`config.mk`:
```
export PLATFORM = sky130hd
export DESIGN_NAME = ard_link
export DESIGN_NICKNAME = d
export VERILOG_FILES = /design/src/rtl/ard_link.sv
export SDC_FILE = /design/constraint.sdc
export NUM_CORES = 1
export LEC_CHECK = 0
export BUFFER_PORTS_ARGS = -buffer_cell sky130_fd_sc_hd__buf_2
export CAP_MARGIN = 5
export CORE_ASPECT_RATIO = 1.75
export CORE_MARGIN = 2
export CORE_UTILIZATION = 30
export CTS_BUF_LIST = sky130_fd_sc_hd__clkbuf_2 sky130_fd_sc_hd__clkbuf_4 sky130_fd_sc_hd__clkbuf_8
export CTS_CLUSTER_DIAMETER = 80
export DETAILED_ROUTE_END_ITERATION = 12
export RECOVER_POWER = 25
export SLEW_MARGIN = 20
export SYNTH_ARGS = -nofsm -noshare
export SYNTH_HDL_FRONTEND = slang
export SYNTH_SLANG_ARGS = --single-unit
```
`constraint.sdc`:
```
create_clock -name clk -period 1.95 [get_ports clk]
set_input_delay 0.4875 -clock clk [delete_from_list [all_inputs] [get_ports clk]]
set_output_delay 0.4875 -clock clk [all_outputs]
set_load 0.005 [all_outputs]
```
`src/rtl/ard_link.sv`:
```
// Serial bridge between the CPU byte bus and the Arduino link: captures byte pairs,
// shifts them out MSB-first on a divided clock, and buffers received words as two bytes.
module ard_link #(
   parameter int unsigned CLK_DIV = 4,
   parameter int unsigned WORD_W  = 16
) (
   input  logic       clk,
   input  logic       rst_n,
   input  logic [7:0] bus_data,
   input  logic       bus_valid,
   input  logic       rx_pop,
   output logic [7:0] rx_byte,
   output logic       ard_receive_ready,
   output logic       ard_data_ready,
   output logic       link_err,
   input  logic       ard_rdy,
   output logic       ser_sclk,
   output logic       ser_sdo,
   input  logic       ser_rclk,
   input  logic       ser_sdi
);

   localparam int unsigned DIV_W = (CLK_DIV > 1) ? $clog2(CLK_DIV) : 1;
   localparam int unsigned CNT_W = $clog2(WORD_W);

   typedef enum logic [1:0] {TX_IDLE, TX_LO, TX_SHIFT} tx_state_t;

   logic rdy_meta, rdy_sync;
   logic rclk_meta, rclk_sync, rclk_prev;
   logic sdi_meta, sdi_sync;
   logic rx_edge;

   always_ff @(posedge clk or negedge rst_n) begin
      if (!rst_n) begin
         rdy_meta  <= 1'b0;
         rdy_sync  <= 1'b0;
         rclk_meta <= 1'b0;
         rclk_sync <= 1'b0;
         rclk_prev <= 1'b0;
         sdi_meta  <= 1'b0;
         sdi_sync  <= 1'b0;
      end else begin
         rdy_meta  <= ard_rdy;
         rdy_sync  <= rdy_meta;
         rclk_meta <= ser_rclk;
         rclk_sync <= rclk_meta;
         rclk_prev <= rclk_sync;
         sdi_meta  <= ser_sdi;
         sdi_sync  <= sdi_meta;
      end
   end

   assign rx_edge = rclk_sync & ~rclk_prev;

   // ---------------- TX ----------------
   tx_state_t         tx_state, tx_state_nxt;
   logic [7:0]        hi_byte, hi_byte_nxt;
   logic [WORD_W-1:0] word, word_nxt;
   logic [CNT_W-1:0]  bitcnt, bitcnt_nxt;
   logic [DIV_W-1:0]  divcnt, divcnt_nxt;
   logic              sclk_nxt, sdo_nxt, tx_err;

   always_ff @(posedge clk or negedge rst_n) begin
      if (!rst_n) begin
         tx_state <= TX_IDLE;
         hi_byte  <= '0;
         word     <= '0;
         bitcnt   <= '0;
         divcnt   <= '0;
         ser_sclk <= 1'b0;
         ser_sdo  <= 1'b0;
      end else begin
         tx_state <= tx_state_nxt;
         hi_byte  <= hi_byte_nxt;
         word     <= word_nxt;
         bitcnt   <= bitcnt_nxt;
         divcnt   <= divcnt_nxt;
         ser_sclk <= sclk_nxt;
         ser_sdo  <= sdo_nxt;
      end
   end

   // The word is held static and bits are selected by bitcnt instead of shifted out.
   always_comb begin
      tx_state_nxt = tx_state;
      hi_byte_nxt  = hi_byte;
      word_nxt     = word;
      bitcnt_nxt   = bitcnt;
      divcnt_nxt   = divcnt;
      sclk_nxt     = ser_sclk;
      sdo_nxt      = ser_sdo;
      tx_err       = 1'b0;
      case (tx_state)
         TX_IDLE: begin
            if (bus_valid) begin
               hi_byte_nxt  = bus_data;
               tx_state_nxt = TX_LO;
            end
         end
         TX_LO: begin
            if (bus_valid) begin
               word_nxt     = {hi_byte, bus_data};
               bitcnt_nxt   = CNT_W'(WORD_W - 1);
               divcnt_nxt   = '0;
               sclk_nxt     = 1'b0;
               sdo_nxt      = hi_byte[7];
               tx_state_nxt = TX_SHIFT;
            end else begin
               tx_err       = 1'b1;
               tx_state_nxt = TX_IDLE;
            end
         end
         TX_SHIFT: begin
            tx_err = bus_valid;
            if (divcnt == DIV_W'(CLK_DIV - 1)) begin
               divcnt_nxt = '0;
               if (!ser_sclk) begin
                  sclk_nxt = 1'b1;
               end else begin
                  sclk_nxt = 1'b0;
                  if (bitcnt != '0) begin
                     bitcnt_nxt = bitcnt - 1'b1;
                     sdo_nxt    = word[bitcnt_nxt];
                  end else begin
                     sdo_nxt      = 1'b0;
                     tx_state_nxt = TX_IDLE;
                  end
               end
            end else begin
               divcnt_nxt = divcnt + 1'b1;
            end
         end
         default: tx_state_nxt = TX_IDLE;
      endcase
   end

   // ---------------- RX ----------------
   logic [WORD_W-2:0] rx_sh;
   logic [WORD_W-1:0] rx_word, rx_buf;
   logic [CNT_W-1:0]  rcnt;
   logic              rx_full, rx_ptr, rx_done, rx_free, rx_ovr;

   assign rx_word = {rx_sh, sdi_sync};
   assign rx_done = rx_edge && (rcnt == '1);
   // A second pop landing with word completion frees the buffer in the same cycle.
   assign rx_free = ~rx_full | (rx_pop & rx_ptr);
   assign rx_ovr  = rx_done & ~rx_free;

   always_ff @(posedge clk or negedge rst_n) begin
      if (!rst_n) begin
         rx_sh   <= '0;
         rcnt    <= '0;
         rx_buf  <= '0;
         rx_full <= 1'b0;
         rx_ptr  <= 1'b0;
      end else begin
         if (rx_edge) begin
            rx_sh <= rx_word[WORD_W-2:0];
            rcnt  <= rcnt + 1'b1;
         end
         if (rx_done && rx_free) begin
            rx_buf  <= rx_word;
            rx_full <= 1'b1;
            rx_ptr  <= 1'b0;
         end else if (rx_pop && rx_full) begin
            if (!rx_ptr) rx_ptr  <= 1'b1;
            else         rx_full <= 1'b0;
         end
      end
   end

   assign ard_data_ready = rx_full;
   assign rx_byte = rx_full ? (rx_ptr ? rx_buf[7:0] : rx_buf[15:8]) : '0;

   always_ff @(posedge clk or negedge rst_n) begin
      if (!rst_n) begin
         ard_receive_ready <= 1'b0;
         link_err          <= 1'b0;
      end else begin
         ard_receive_ready <= rdy_sync & (tx_state == TX_IDLE) & ~bus_valid;
         link_err          <= tx_err | rx_ovr;
      end
   end

endmodule

```
==> results of run 1 <==
-- stage by stage --
step	setup WS, ns	util, %	hold slack, ns
4_1_cts	0.0926	35.4	0.0338
5_1_grt	0.00971	35.3	0.201
3_5_place_dp	0.121	33.6	0.335
2_1_floorplan	0.0127	-	0.192
3_3_place_gp	0.162	33.6	0.332
6_report	0.104	35.3	0.227
-- kinds of logic (layout without fill, tap and decap cells) --
family	count (synthesis)	count (layout)	share of synthesized area [%]
compound gates	30	30	5.82
xor+xnor	4	4	1.03
fa+ha+maj	3	3	1.10
buf+inv	17	59	2.54
flops	80	80	58.9
mux	69	69	23.7
simple gates	42	42	6.92
-- worst paths after layout --
check	start	to	cells past startpoint
min	ser_rclk	rclk_meta$_DFF_PN0_	1
min reg2reg	rclk_meta$_DFF_PN0_	rclk_sync$_DFF_PN0_	0
min in group asynchronous	rst_n	hi_byte[3]$_DFFE_PN0P_	1
max	bitcnt[1]$_DFFE_PN0P_	ser_sdo$_DFFE_PN0P_	6
max reg2reg	bitcnt[1]$_DFFE_PN0P_	ser_sdo$_DFFE_PN0P_	6
max in group asynchronous	rst_n	rx_buf[1]$_DFFE_PN0P_	2
-- timing repair --
item,4_1_cts,5_1_grt
setup endpoints to repair,8,0
gates resized for setup,1,0
hold buffers,0,0
-- flip-flops by register name (all words and copies together), names as in the netlist, 2 cells and up --
register and flops:
tx_state 2, hi_byte 8, divcnt 2, rx_buf 16
rcnt 4, rx_sh 15, word 16, bitcnt 4
-- power by group through the flow --
stage	logic (mW)	registers (mW)	clock network, mW
floorplan	1.29	2.56	0
global placement	1.43	2.77	0
detailed placement	1.49	2.80	0
CTS	1.49	2.76	1.31
global route	1.62	2.84	1.39
finish	1.46	2.75	1.26
-- area by class of cell --
type	instances	area [um^2]	area share, %
Multi-Input combinational cell	148	1310	33.4
Tap cell	132	165	4.21
Clock buffer	9	124	3.16
Sequential cell	80	2000	51.1
Inverter	5	18.8	0.479
Clock inverter	7	77.6	1.98
Timing Repair Buffer	38	220	5.62
-- cells in the mapped netlist, types with 2 or more instances --
master / count
a211oi_1: 3
a21oi_1: 5
buf_2: 6
buf_4: 2
clkbuf_1: 2
dfrtp_1: 80
ha_1: 3
inv_1: 5
mux2_2: 55
mux2i_1: 11
mux4_1: 2
nand2_1: 14
nand4_1: 2
nor2b_1: 13
nor3_1: 4
nor3b_1: 2
o21ai_0: 9
xnor2_1: 2
xor2_1: 2
-- worst max-delay path, delay by kind of cell (launching register included) --
kind / cells / cell delay, ns
buf+inv: 1 / 0.08
fa+ha+maj: 1 / 0.41
flops: 1 / 0.39
compound gates: 3 / 0.51
mux: 1 / 0.33
-- metal layers --
metal	wire length [um]	GRT usage, %	up-vias
met4	153	6.93	0
met2	3420	19.5	26
met3	212	2.55	12
li1	-	-	950
met1	2490	12.3	1022
met5	0	0	-
==> results.md, run 1 <==
- The count of unique library cells instantiated by Yosys is 42.
- Data on the critical path arrives at its endpoint at 2.09 ns.
- From bottom edge to top edge, the die measures roughly 140 um.
- In this run the tool buffered the top-level ports with 27 buffer cells.
- For this run, design rule violations remaining after detail routing come to 0.
- Detailed routing inserted a total of ~2000 vias.
- The post-CTS clock slew at the launch and capture registers of the worst setup and hold paths is approximately 0.090 ns.
- Net switching is 30.9% of the power.
- For this design the static power due to leakage is 1.79 nW.
- At the end of routability-driven placement, the weighted congestion stood at 0.724.
- The final standard cell area without fillers is roughly 0.004 mm^2.
- The combinational power share is 26.6%.
- The library cell used most frequently in the layout, excluding fill and tap cells, is dfrtp_1.
- For the worst-skew pair, the clock arrives at the later sink with an insertion delay of 0.36 ns.
- In the final layout, the share of cells above drive strength 1 is 39.7%.
- The overall global routing resource usage is 11.2%.
- The number of max-cap violations is 1.
- The portion of total power attributed to sequential cells is 50.3%.
- The final max-slew violation count is 29.
- The synthesized design contains 80 register bits.
- The signed area change from the synthesized netlist to the final layout is 15.3%.
- The via count of the first global-routing pass is 2104.
- For this run the aggregate overflow at the end of global routing stands at 0.
- The reg-to-reg setup timing slack is 0.10 ns.
- On the final layout, the worst clock skew is 0.00881 ns.
- The floorplan has 51 rows.
- By area the synthesized netlist is led by dfrtp_1 (59%), mux2_2 (18%), mux2i_1 (3.2%), nor2b_1 (2.4%), mux4_1 (1.5%).
- Setup repair after global routing left no endpoint under its margin.
- The die area is 0.0122 mm^2.
- The critical path goes through inv_1 -> ha_1 -> mux4_2 -> o21ai_1 -> o41ai_1 -> o311a_1.
- Of the total power, the clock network draws 23.0%.
- The cell count after synthesis is 245.
- After synthesis, the share of flip-flops with an asynchronous set or reset is 100%.
- The number of flops mapped to enable cells by yosys is 0.
- The Yosys step of the flow raised 0 warnings.
- After layout, the worst path uses 94.7% of the clock period.
- The run finished, with violations left.
- For the final routed database, the setup TNS stands at 0 ns.
- The starting density of the core is 30.6%.
- The post-route minimum period is 1.85 ns.
- The element type at the critical path end is a flop.
- The worst setup path is of the flop to flop kind.
- TritonCTS created 9 clock buffers.
- The net count after synthesis is between 200 and 300.
- The maximum number of buffers from clock root to sink is 2.
- The final-layout fill cell count is 1120.
- Pin placement for this block handled 28 I/O pins.
- The netlist area before placement is 0.00340 mm^2.
- The first global-routing pass estimated between 10 and 15 mm of wire.
- The cell with the largest stage delay on the worst path is ha_1.
- The final reports fail on capacitance limit, slew limit.
- The filler-free cell count of the finished design is 419.
- The H-tree level count is 3.
- A synthesized cell averages around 14 um^2.
- The buffer cell driving the clock tree root is clkbuf_8.
- In this run the power density over the cells is 1400 mW/mm^2.
- The transition time at the pin with the least slew margin is 1.54 ns.
- The portion of the post-synthesis area used by sequential elements is roughly three fifths.
- The HPWL reported at the end of detailed placement is 4.50 mm.
- The number of routed nets with antenna violations is 0.
- The per-cell routed wire length is 15.0 um.
- The setup violation total in the final timing report is 0.
- The number of vias per cell after detailed routing is 4.80.
- The hold violation count in the final report came to 0.
- The proportion of netlist area held by the largest area contributor is 58.9%.
- The internal power of the cells totals 3.78 mW.
- The clock net in this run drives a total of 80 sinks.
- The most used flip-flop cell after synthesis is dfrtp_1.
- From left edge to right edge, the die measures 84.5 um.
- The class of the tightest hold or removal check is primary input to flop.
- The number of antenna violations at the first check in global routing was 0.
- The worst path required time is 2.20 ns.
- For this run, the top clock speed supported by timing is around 0.54 GHz.
- The headroom to the max-slew limit is -2.51%.
- The worst-case IR drop observed on VDD is 0.000641 V.
- For this design the total switching power over the nets is 1.69 mW.
- For this block, the routed nets add up to 6.28 mm of wire.
- After the last flow step, the layout net total stands at 300.
- The number of antenna diodes in the final layout is 0.
- The placed instances occupy a cell area of 0.00373 mm^2.
- The startpoint kind of the worst setup timing path is a flop.
- The pin count of the biggest net entering global routing is 40.
- The number of DRC violations after detailed-routing iteration 0 is 48.
- The largest stage delay on the critical path is about 0.41 ns.
- The sum of internal, switching and leakage power is ~5.5 mW.
- The setup fix buffers added after clock tree synthesis is 0.
- The library cells used most frequently in the layout, excluding fill and tap cells, are dfrtp_1 (79), mux2_2 (55), buf_2 (26), nand2_1 (14), nor2b_1 (13).
- The biggest area contributor in the post-synthesis netlist is dfrtp_1.
- The cell count after placement is 403.
- Along the worst path, the maximum fanout reaches 8.
- The first-pass iteration count of the detailed router is 3.
- The clock tree from TritonCTS is built.
- The area of the core is 0.0111 mm^2.
Note: power is estimated with default switching activity, not from simulation.
==> run 2, diff against run 1 <==
CTS_BUF_LIST = not set   (was sky130_fd_sc_hd__clkbuf_2 sky130_fd_sc_hd__clkbuf_4 sky130_fd_sc_hd__clkbuf_8)
==> results.md, run 2 (synthesis gave the netlist of run 1 again) <==
- The dominant delay contributor by cell family on the critical path is compound AO/OA/AOI/OAI gates (unchanged).
- The number of vias per cell after detailed routing is 4.79 (was 4.80).
- The buffer cell driving the clock tree root is clkbuf_16 (was clkbuf_8).
- The leakage component of the power is 1.83 nW (was 1.79 nW).
- The via total after detailed routing is 2009 (was 2010).
- The vertical die dimension is 145 um (unchanged).
- The weighted congestion reported at the end of routability-driven placement came to 0.724 (unchanged).
- The clock insertion delay at the later pin of the skew report is 0.33 ns (was 0.36 ns).
- The data arrival time of the critical path came to 2.05 ns (was 2.09 ns).
- The utilization after layout was 36.2% (was 35.3%).
- The remaining global-route overflow is 0 (unchanged).
- The first-pass iteration count of the detailed router is 4 (was 3).
- RSZ-0062 raised after global routing: no (unchanged).
- The maximum number of buffers from clock root to sink is 2 (unchanged).
- The total wire length is 6.26 mm (was 6.28 mm).
- The overall global routing resource usage came to 11.2% (about the same).
- The count of input and output buffers is 27 (unchanged).
- The starting density of the core was 30.6% (unchanged).
- The hold violation count in the final report is 0 (unchanged).
- The post-route minimum period is 1.84 ns (was 1.85 ns).
- Largest registers: rx_buf (16), word (16), rx_sh (15) (unchanged).
- The area taken by multi-input logic gates is 0.00131 mm^2 (unchanged).
- Most used cells in the layout excluding fill and tap cells: dfrtp_1 (79), mux2_2 (55), buf_2 (26), nand2_1 (14), nor2b_1 (13) (unchanged).
- The worst hold slack is 0.257 ns (was 0.227 ns).
- The period utilization is 94.2% (was 94.7%).
- The sequential cell area is 0.00200 mm^2 (unchanged).
- The largest stage delay on the critical path was 0.41 ns (about the same).
- Outcome: finished with violations (unchanged).
- The horizontal die dimension came to 84.5 um (unchanged).
- The pin count of the biggest net entering global routing was 40 (unchanged).
- The share of cells above drive strength 1 is 39.7% (unchanged).
- The peak ir drop on the vdd network came to 0.000676 V (was 0.000641 V).
- The CTS buffer count is 9 (unchanged).
- The transition time at the pin with the least slew margin is 1.52 ns (was 1.54 ns).
- The number of routed nets with antenna violations is 0 (unchanged).
- The headroom to the max-slew limit is -1.12% (was -2.51%).
- The startpoint kind of the worst setup timing path was a flop (unchanged).
- The HPWL reported at the end of detailed placement is 4.50 mm (unchanged).
- The post-CTS clock slew at the launch and capture registers of the worst setup and hold paths is 0.06 ns (was 0.09 ns).
- The number of rows created at floorplan came to 51 (unchanged).
- The global-route wire length before repair came to 10.4 mm (was 10.3 mm).
- The largest clock skew in the final design is 0.00467 ns (was 0.00881 ns).
- Violations in the final reports: capacitance limit, slew limit (unchanged).
- The setup violation total in the final timing report is 0 (unchanged).
- The power density of the placed cells is 1470 mW/mm^2 (was 1400 mW/mm^2).
- The number of ports placed on the die boundary is 28 (unchanged).
- The per-cell routed wire length is 14.9 um (was 15.0 um).
- The area of the core is 0.0111 mm^2 (unchanged).
- The setup TNS after final layout is 0 ns (unchanged).
- The final-layout fill cell count came to 1112 (was 1120).
- The most common library cell in the layout ignoring fill and taps is dfrtp_1 (unchanged).
- The via count of the first global-routing pass is 2132 (was 2104).
- The element type at the critical path end is a flop (unchanged).
- The clock tree from TritonCTS was built (unchanged).
- The antenna diode instance count came to 0 (unchanged).
- The signed area change from the synthesized netlist to the final layout is 18.3% (was 15.3%).
- The maximum fanout along the worst path is 8 (unchanged).
- The sum of buffers and inverters on the critical path is 1 (unchanged).
- The H-tree level count is 3 (unchanged).
- The number of DRC violations after detailed-routing iteration 0 was 50 (was 48).
- The filler-free cell count of the finished design is 419 (unchanged).
- The number of antenna violations at the first check in global routing was 0 (unchanged).
- The post-route DRC violation count is 0 (unchanged).
- The worst path required time is 2.17 ns (was 2.20 ns).
- The cell with the largest stage delay on the worst path is ha_1 (unchanged).
- The sum of internal, switching and leakage power was 5.91 mW (was 5.47 mW).
- The cell count after placement is 403 (unchanged).
- Crit path cell chain: inv_1 -> ha_1 -> mux4_2 -> o21ai_1 -> o41ai_1 -> o311a_1 (unchanged).
- The number of max-cap violations is 1 (unchanged).
- The highest clock frequency the design can meet is 0.544 GHz (was 0.542 GHz).
- The hold-fix buffer count after cts was 0 (unchanged).
- The critical path start-end classification is flop to flop (unchanged).
- The net count of the finished layout is 300 (unchanged).
- The die area came to 0.0122 mm^2 (unchanged).
- The setup fix buffers added after clock tree synthesis is 0 (unchanged).
- The final max-slew violation count is 29 (unchanged).
- The clock sink count is 80 (unchanged).
- The class of the tightest hold or removal check is primary input to flop (unchanged).
-- run 2: area by class of cell --
| type | count | area share (%) |
|---|---|---|
| sequential | 80 | 49.8 |
| multi-input combinational | 148 | 32.6 |
| clock buffer | 9 | 5.60 |
| timing repair buffer | 38 | 5.48 |
| tap | 132 | 4.11 |
| clock inverter | 7 | 1.93 |
| inverter | 5 | 0.467 |
-- run 2: path summary, 6_finish.rpt --
kind                                          endpoint                  start  cells past startpoint  slack [ns]
worst max-delay path               ser_sdo$_DFFE_PN0P_  bitcnt[1]$_DFFE_PN0P_                      6        0.11
min in group asynchronous       hi_byte[3]$_DFFE_PN0P_                  rst_n                      1        0.51
max in group asynchronous        rx_buf[2]$_DFFE_PN0P_                  rst_n                      2        0.40
worst max register to register     ser_sdo$_DFFE_PN0P_  bitcnt[1]$_DFFE_PN0P_                      6        0.11
worst min-delay path                sdi_meta$_DFF_PN0_                ser_sdi                      1        0.26
worst min register to register     rclk_sync$_DFF_PN0_    rclk_meta$_DFF_PN0_                      0        0.35
-- run 2: per-stage QoR --
stage                     setup slack [ns]  cell area, um^2
after floorplan                     0.0127             3400
after global placement               0.162             3730
after detailed placement             0.121             3730
after CTS                            0.114             4030
after global routing                0.0199             4020
final                                0.113             4020
-- run 2: routing by layer --
| layer | vias to the layer above | global-route usage (%) | share of wire (%) |
|---|---|---|---|
| met3 | 10 | 2.89 | 2.9 |
| met1 | 1022 | 12.1 | 39 |
| li1 | 953 | - | - |
| met2 | 24 | 20.0 | 56 |
| met4 | 0 | 6.18 | 2.3 |
| met5 | - | 0 | 0 |
-- run 2: timing repair --
item	4_1_cts	5_1_grt
hold endpoints to repair	0	0
setup endpoints to repair	7	0
resized for setup	1	0
-- run 2: report_power, final --
group / leakage [nW] / total, mW / switching [mW] / internal, mW
Sequential: 0.982 / 2.76 / 0.472 / 2.29
Clock: 0.153 / 1.70 / 0.687 / 1.01
Combinational: 0.700 / 1.46 / 0.572 / 0.887
==> run 3, diff against run 2 <==
BUFFER_PORTS_ARGS = not set   (was -buffer_cell sky130_fd_sc_hd__buf_2)
DONT_BUFFER_PORTS = 1   (was not set)
==> results.md, run 3 (synthesis gave the netlist of run 1 again) <==
- Outcome: finished with violations (unchanged).
- Violations in the final reports: hold timing (was capacitance limit, slew limit).
- The sum of internal, switching and leakage power came to 5.72 mW (was 5.91 mW).
- The startpoint kind of the worst setup timing path is a flop (unchanged).
- The horizontal die dimension is 84.5 um (unchanged).
- The power density of the placed cells is 1490 mW/mm^2 (was 1470 mW/mm^2).
- The global-route wire length before repair was 10.5 mm (was 10.4 mm).
- The post-route DRC violation count is 0 (unchanged).
- The number of routed nets with antenna violations is 0 (unchanged).
- The buffer cell driving the clock tree root is clkbuf_16 (unchanged).
- The worst path required time is 2.16 ns (was 2.17 ns).
- The sum of buffers and inverters on the critical path was 1 (unchanged).
- The hold violation count in the final report came to 80 (was 0).
- The total wire length was 6.10 mm (was 6.26 mm).
- The peak ir drop on the vdd network was 0.000643 V (was 0.000676 V).
- The share of cells above drive strength 1 is 32.4% (was 39.7%).
- The placement-stage cell area is 0.00355 mm^2 (was 0.00373 mm^2).
- The length in cells of the worst reg-to-reg path is 6 (unchanged).
- The worst hold slack came to -0.153 ns (was 0.257 ns).
- The class of the tightest hold or removal check is primary input to asynchronous set/reset pin (was primary input to flop).
- The pin count of the biggest net entering global routing is 81 (was 40).
- The number of ports placed on the die boundary was 28 (unchanged).
- The clock insertion delay at the later pin of the skew report is 0.34 ns (was 0.33 ns).
- The vertical die dimension is 145 um (unchanged).
- The setup fix buffers added after clock tree synthesis is 0 (unchanged).
- The final max-slew violation count is 0 (was 29).
- The H-tree level count came to 3 (unchanged).
- The setup slack of the critical path after layout is 0.123 ns (was 0.113 ns).
- The clock sink count came to 80 (unchanged).
- The period utilization came to 93.7% (was 94.2%).
- The setup violation total in the final timing report came to 0 (unchanged).
- The clock tree from TritonCTS is built (unchanged).
- The critical path start-end classification is flop to flop (unchanged).
- The HPWL reported at the end of detailed placement is 4.29 mm (was 4.50 mm).
- The net count of the finished layout is 269 (was 300).
- The starting density of the core came to 30.6% (unchanged).
- The weighted congestion reported at the end of routability-driven placement is 0.714 (was 0.724).
- The first-pass iteration count of the detailed router was 4 (unchanged).
- The number of vias per cell after detailed routing is 4.87 (was 4.79).
- The count of input and output buffers is 0 (was 27).
- The final standard cell area without fillers is 0.00384 mm^2 (was 0.00402 mm^2).
- The per-cell routed wire length is 15.7 um (was 14.9 um).
- The largest clock skew in the final design was 0.00916 ns (was 0.00467 ns).
- The area taken by multi-input logic gates came to 0.00131 mm^2 (unchanged).
- The number of DRC violations after detailed-routing iteration 0 is 77 (was 50).
- The area of the core is 0.0111 mm^2 (unchanged).
- Crit path cell chain: inv_1 -> ha_1 -> mux4_2 -> o21ai_1 -> o41ai_1 -> o311a_1 (unchanged).
- The data arrival time of the critical path is 2.04 ns (was 2.05 ns).
- The signed area change from the synthesized netlist to the final layout was 13.0% (was 18.3%).
- The reg-to-reg startpoint is bitcnt[1]$_DFFE_PN0P_ (unchanged).
- The filler-free cell count of the finished design is 388 (was 419).
- The post-route minimum period is 1.83 ns (was 1.84 ns).
- Largest registers: rx_buf (16), word (16), rx_sh (15) (unchanged).
- The reg-to-reg setup timing slack was 0.12 ns (was 0.11 ns).
- The sequential cell area is 0.00200 mm^2 (about the same).
- The transition time at the pin with the least slew margin is 0.510 ns (was 1.52 ns).
- The overall global routing resource usage is 11.3% (was 11.2%).
- The post-CTS clock slew at the launch and capture registers of the worst setup and hold paths is 0.06 ns (about the same).
- The maximum fanout along the worst path came to 8 (unchanged).
- The element type at the critical path end is a flop (unchanged).
- The number of antenna violations at the first check in global routing came to 0 (unchanged).
- The number of rows created at floorplan is 51 (unchanged).
- The cell count after placement is 372 (was 403).
- The dominant delay contributor by cell family on the critical path is compound AO/OA/AOI/OAI gates (unchanged).
- The antenna diode instance count is 0 (unchanged).
- The via total after detailed routing is 1888 (was 2009).
- The number of max-cap violations was 0 (was 1).
- The setup TNS after final layout was 0 ns (unchanged).
- The post-cts gate resize count is 0 (was 1).
- The utilization after layout is 34.6% (was 36.2%).
- The largest stage delay on the critical path came to 0.42 ns (was 0.41 ns).
- RSZ-0062 raised after global routing: no (unchanged).
- The most common library cell in the layout ignoring fill and taps is dfrtp_1 (unchanged).
- The die area came to 0.0122 mm^2 (unchanged).
- The worst setup slack after placement is 0.131 ns (was 0.121 ns).
- The highest clock frequency the design can meet is 0.547 GHz (was 0.544 GHz).
- The endpoint of the worst-slack reg-to-reg timing path is ser_sdo$_DFFE_PN0P_ (unchanged).
- The final-layout fill cell count is 1123 (was 1112).
- The via count of the first global-routing pass is 2051 (was 2132).
- Most used cells in the layout excluding fill and tap cells: dfrtp_1 (80), mux2_2 (55), nand2_1 (14), nor2b_1 (13), mux2i_1 (11) (was dfrtp_1 (79), mux2_2 (55), buf_2 (26), nand2_1 (14), nor2b_1 (13)).
- The maximum number of buffers from clock root to sink is 2 (unchanged).
- The headroom to the max-slew limit is 65.7% (was -1.12%).
- The CTS buffer count came to 9 (unchanged).
- The leakage component of the power is 1.68 nW (was 1.83 nW).
- The remaining global-route overflow is 0 (unchanged).
- The cell with the largest stage delay on the worst path was ha_1 (unchanged).
run 3: cell count changes in the layout (fill, tap and decap cells not counted), sizes merged:
cell      before  now
inv            9    6
clkinv         2    3
bufinv         1    0
buf           37    7
clkbuf        10   11
clkinvlp       0    1
run 3: how the worst max path moves through the flow:
stage,endpoint,start,cells past startpoint
after floorplan,ser_sdo$_DFFE_PN0P_,bitcnt[0]$_DFFE_PN0P_,8
after CTS,ser_sdo$_DFFE_PN0P_,bitcnt[1]$_DFFE_PN0P_,6
after global routing,ser_sdo$_DFFE_PN0P_,bitcnt[1]$_DFFE_PN0P_,6
after detailed placement,ser_sdo$_DFFE_PN0P_,bitcnt[1]$_DFFE_PN0P_,6
final,ser_sdo$_DFFE_PN0P_,bitcnt[1]$_DFFE_PN0P_,6
after global placement,ser_sdo$_DFFE_PN0P_,bitcnt[1]$_DFFE_PN0P_,6
run 3: routing by layer:
metal  vias up  track usage, %  routed length [um]
li1        889               -                   -
met1       963            12.1                2430
met2        29            19.7                3310
met3         7            3.52                 226
met4         0            6.27                 127
met5         -               0                   0
run 3: area by class of cell:
type                       instances  area share (%)
clock buffer                      11            6.58
clock inverter                     5            1.01
inverter                           5           0.489
multi-input combinational        148            34.1
sequential                        80            52.1
tap                              132            4.30
timing repair buffer               7            1.37
run 3: where the power goes:
group	switching, mW	total, mW	internal [mW]	leakage (nW)
registers	0.434	2.72	2.28	0.983
clock network	0.657	1.59	0.937	0.142
logic	0.556	1.41	0.856	0.557
